--- config.mk ---
export PLATFORM = sky130hd
export DESIGN_NAME = rs_ff_bank
export DESIGN_NICKNAME = d
export VERILOG_FILES = /design/src/rtl/rs_ff_bank.sv
export SDC_FILE = /design/constraint.sdc
export NUM_CORES = 1
export LEC_CHECK = 0
export CORE_MARGIN = 4
export CORE_UTILIZATION = 35
export CTS_CLUSTER_DIAMETER = 40
export DETAILED_ROUTE_END_ITERATION = 10
export GPL_TIMING_DRIVEN = 1
export PLACE_DENSITY = 0.63
export SLEW_MARGIN = 30
export SYNTH_ARGS = -nofsm -noshare
export SYNTH_HDL_FRONTEND = slang
export SYNTH_SLANG_ARGS = --single-unit
--- constraint.sdc ---
create_clock -name clk -period 4 [get_ports clk]
set_input_delay 0.8 -clock clk [delete_from_list [all_inputs] [get_ports clk]]
set_output_delay 0.8 -clock clk [all_outputs]
set_load 0.05 [all_outputs]
--- src/rtl/rs_ff_bank.sv ---
// Bank of independent registered RS flops, all updated on the same edge, with a configurable S=R=1 action.
// Also registers change pulses, sticky conflict flags and a popcount of the state; reset is asynchronous.
module rs_ff_bank #(
   parameter int               WIDTH   = 8,
   parameter int               MODE    = 0,
   parameter logic [WIDTH-1:0] RST_VAL = '0
) (
   input  logic                       clk,
   input  logic                       rst,
   input  logic                       en,
   input  logic [WIDTH-1:0]           S,
   input  logic [WIDTH-1:0]           R,
   input  logic                       clr_conf,
   output logic [WIDTH-1:0]           Q,
   output logic [WIDTH-1:0]           Qbar,
   output logic [WIDTH-1:0]           chg,
   output logic [WIDTH-1:0]           conf,
   output logic [$clog2(WIDTH+1)-1:0] ones
);

   localparam int CW = $clog2(WIDTH+1);

   function automatic logic [CW-1:0] popcnt(input logic [WIDTH-1:0] v);
      logic [CW-1:0] c;
      c = '0;
      for (int i = 0; i < WIDTH; i++) begin
         c = c + CW'(v[i]);
      end
      return c;
   endfunction

   logic [WIDTH-1:0] q_q, q_d;
   logic [WIDTH-1:0] chg_q, chg_d;
   logic [WIDTH-1:0] conf_q, conf_d;
   logic [CW-1:0]    ones_q, ones_d;

   always_comb begin
      q_d = q_q;
      if (en) begin
         for (int i = 0; i < WIDTH; i++) begin
            unique case ({S[i], R[i]})
               2'b00: q_d[i] = q_q[i];
               2'b10: q_d[i] = 1'b1;
               2'b01: q_d[i] = 1'b0;
               2'b11: begin
                  // Unlisted MODE values fall back to hold.
                  case (MODE)
                     1:       q_d[i] = 1'b1;
                     2:       q_d[i] = 1'b0;
                     3:       q_d[i] = ~q_q[i];
                     default: q_d[i] = q_q[i];
                  endcase
               end
            endcase
         end
      end
      chg_d  = q_d ^ q_q;
      // A conflict seen on this edge beats a simultaneous clear.
      conf_d = (clr_conf ? '0 : conf_q) | ({WIDTH{en}} & S & R);
      ones_d = popcnt(q_d);
   end

   always_ff @(posedge clk or posedge rst) begin
      if (rst) begin
         q_q    <= RST_VAL;
         chg_q  <= '0;
         conf_q <= '0;
         ones_q <= popcnt(RST_VAL);
      end else begin
         q_q    <= q_d;
         chg_q  <= chg_d;
         conf_q <= conf_d;
         ones_q <= ones_d;
      end
   end

   assign Q    = q_q;
   assign Qbar = ~q_q;
   assign chg  = chg_q;
   assign conf = conf_q;
   assign ones = ones_q;

endmodule

==> results of run 1 <==
-- critical path, cell delays in order --
cell and delay, ns:
dlygate4sd2_1 0.21, inv_1 0.05, ha_1 0.28, nand2b_4 0.15, mux2_4 0.32, fa_1 0.48
fa_1 0.53, fa_1 0.40, inv_1 0.07, ha_2 0.17, inv_1 0.05, fa_2 0.51
inv_1 0.03
-- cell usage after synthesis --
library cell  instances
mux2i_1               8
nand2b_1              7
inv_1                32
nor2_1                7
fa_1                  4
and2_1                1
ha_1                 11
xnor2_1               2
xor2_1                7
buf_4                 1
o21ai_0               8
a21oi_1               1
nor2b_1               2
dfrtp_1              28
nand3_1               8
mux2_2                7
-- sequential cells by signal, summed over array words and instances (netlist names) --
signal / count
Q: 8
chg: 8
conf: 8
ones: 4
-- placed cells by master, fill, tap and decap left out, drive strengths merged, types with 2 or more instances in the layout --
cell           count
buf                8
clkbuf             4
clkdlybuf4s50     48
dfrtp             28
dlygate4sd2        4
dlymetal6s2s       2
fa                 4
ha                11
inv               32
mux2               7
mux2i              8
nand2b             7
nand3              8
nor2               7
nor2b              2
o21ai              8
xnor2              2
xor2               7
-- layer usage --
layer,global-route usage,vias up
met5,0,-
met4,0.03484,0
met3,0.03324,2
met2,0.2535,31
met1,0.1604,524
li1,-,550
-- worst max path at each step --
stage          from           endpoint  slack, ns  cells after the start
4_1_cts        R[1]  ones[1]$_DFF_PP0_     0.0007                     12
3_3_place_gp   S[0]  ones[2]$_DFF_PP0_      -0.40                     13
2_1_floorplan  S[0]  ones[2]$_DFF_PP0_       0.12                     12
5_1_grt        S[3]  ones[1]$_DFF_PP0_      0.001                     13
6_report       S[1]  ones[1]$_DFF_PP0_       0.12                     13
3_5_place_dp   S[0]  ones[2]$_DFF_PP0_      -0.46                     13
-- power breakdown --
group / leakage, µW / switching [µW] / internal (µW)
combinational: 0.000749 / 370 / 229
sequential: 0.000342 / 24.0 / 332
clock: 0.0000288 / 84.1 / 87.9
-- area by class of cell --
cell class	count	share of cell area
flip-flops and latches	28	0.3160
multi-input cells	73	0.3014
repair buffers	63	0.2754
inverters	32	0.05418
well taps	50	0.02822
clock buffers	4	0.02483
-- metrics by stage --
stage	setup TNS (ns)	total power, µW
4_1_cts	0	1143
6_report	0	1126
3_3_place_gp	-0.9433	937.6
3_5_place_dp	-1.103	960.0
5_1_grt	0	1211
2_1_floorplan	0	752.9
-- cells by family after synthesis --
family / Yosys count
flops: 28
fa+ha+maj: 15
simple gates: 25
xor+xnor: 9
buf+inv: 33
mux: 15
compound gates: 9
-- repair_timing --
item,4_1_cts,5_1_grt
pin swaps,4,3
resized for setup,13,3
setup endpoints to repair,2,2
hold buffers,0,0
==> run metrics, run 1 <==
status finished clean; largest cells by area after synthesis dfrtp_1, ha_1, inv_1, fa_1, mux2i_1; worst reg2reg setup slack 0.88 ns; port buffer count 55; highest metal used met4; clock insertion delay at the later pin of the skew report 0.27 ns; Overflow after GRT 0; largest family of logic cells by synthesized area adder cells; hold_ws 0.5197 ns; final wirelength 3347 µm; Synth Area in Simple Gates 0.08841; mapped cell area 0.001458 mm²; number of vias per cell 4.428; Cell Rows 23; Worst setup SP type input pin; Core ar. 0.004000 mm²; Clock Skews 0.003980 ns; Data arrival, critical path 4.05 ns; Max-slew headroom 0.5961; Clock Pin Slew Worst Setup and Hold Paths 0.09 ns; Detail Route Antenna Nets 0; Final Max Tran Viols 0; Vias 1107; Crit Path Class in -> reg; share of layout cells above drive strength 1 0.1250; synthesized instance count 134; ant diodes 0; DR WL/cell 13.39 µm; total CTS buffers 3; Leakage 0.001120 µW; Crit. End Element flop; Setup WS pre-CTS -0.4609 ns; clock sinks 28; Synth-to-Final Area Change 52.10%; multi-input logic area 668.1 µm²; Root Buffer clkbuf_8; die width 72.54 µm; area leader, netlist dfrtp_1; Worst Hold Depth 2; Met3 Wirelength 191 µm; CTS tree done; RSZ-0062 raised after global routing false; Initial DRT Pass Iterations 4; post-synthesis mux area share 0.1090; Clock Path Buffers 2; DP Area 0.002123 mm²; fmax 257.7 MHz; worst-path fanout max 2; post-CTS setup buffers 0; r2r endpoint ones[1]$_DFF_PP0_; final instance area 0.002217 mm²; Final Hold Fails 0; Mean Syn Cell Area 10.88 µm²; Metal-1 WL 1373 µm; # fillers 353; io pins 56; library cells used by synthesis 16; Max VDD drop 229.0 µV; HP Class reg -> reg; Synth top area share 0.4807; Synth Area in XOR/XNOR 0.05408; final setup fails 0; initial DRC count 32; power density cells 507.9 mW/mm²; Final min period 3.880 ns; Synth Area in Adders 0.1494; Worst EP required 4.17 ns; worst r2r src Q[3]$_DFF_PP0_; HPWL Detailed 2707 µm; Placer Congestion 0.7095; initial antenna violation count 0; register area share after synthesis 0.4807; crit share post-route 0.9701; H-tree levels 1; final worst setup slack 0.1196 ns; DR WL met2 1762 µm; Die Area 0.005261 mm²; Cells after DPL 246; Core Util, Final 0.5543; Synth Warn # 0; largest net degree at the start of global routing 29; DRC 0; Nets 236; die height 72.54 µm; first-pass GRT wire length 5685 µm; number of global-route vias before repair 1249; Storage cell area 700.7 µm²; Initial Utilization 0.3644; Hold Startpoint conf[7]$_DFF_PP0_; maxcap violations 0; endpoint of the worst hold-timing path conf[7]$_DFF_PP0_; reg2reg path depth 10; flops & latches, synth 28; Net Count, Synth 169; fin cells 250; Total Routing Usage GR 0.1383; Synth Area in Compound Gates 0.03090; Slew @ Worst Pin 0.6049 ns
Power figures use the tool's default switching activity.
==> inputs of run 2 (changes only) <==
--- a/config.mk
+++ b/config.mk
@@ -9,7 +9,6 @@
 export CORE_UTILIZATION = 35
 export CTS_CLUSTER_DIAMETER = 40
 export DETAILED_ROUTE_END_ITERATION = 10
-export GPL_TIMING_DRIVEN = 1
 export PLACE_DENSITY = 0.63
 export SLEW_MARGIN = 30
 export SYNTH_ARGS = -nofsm -noshare
==> results of run 2 <==
Same layout as run 1: the final DEF is identical, and so are final timing and power.
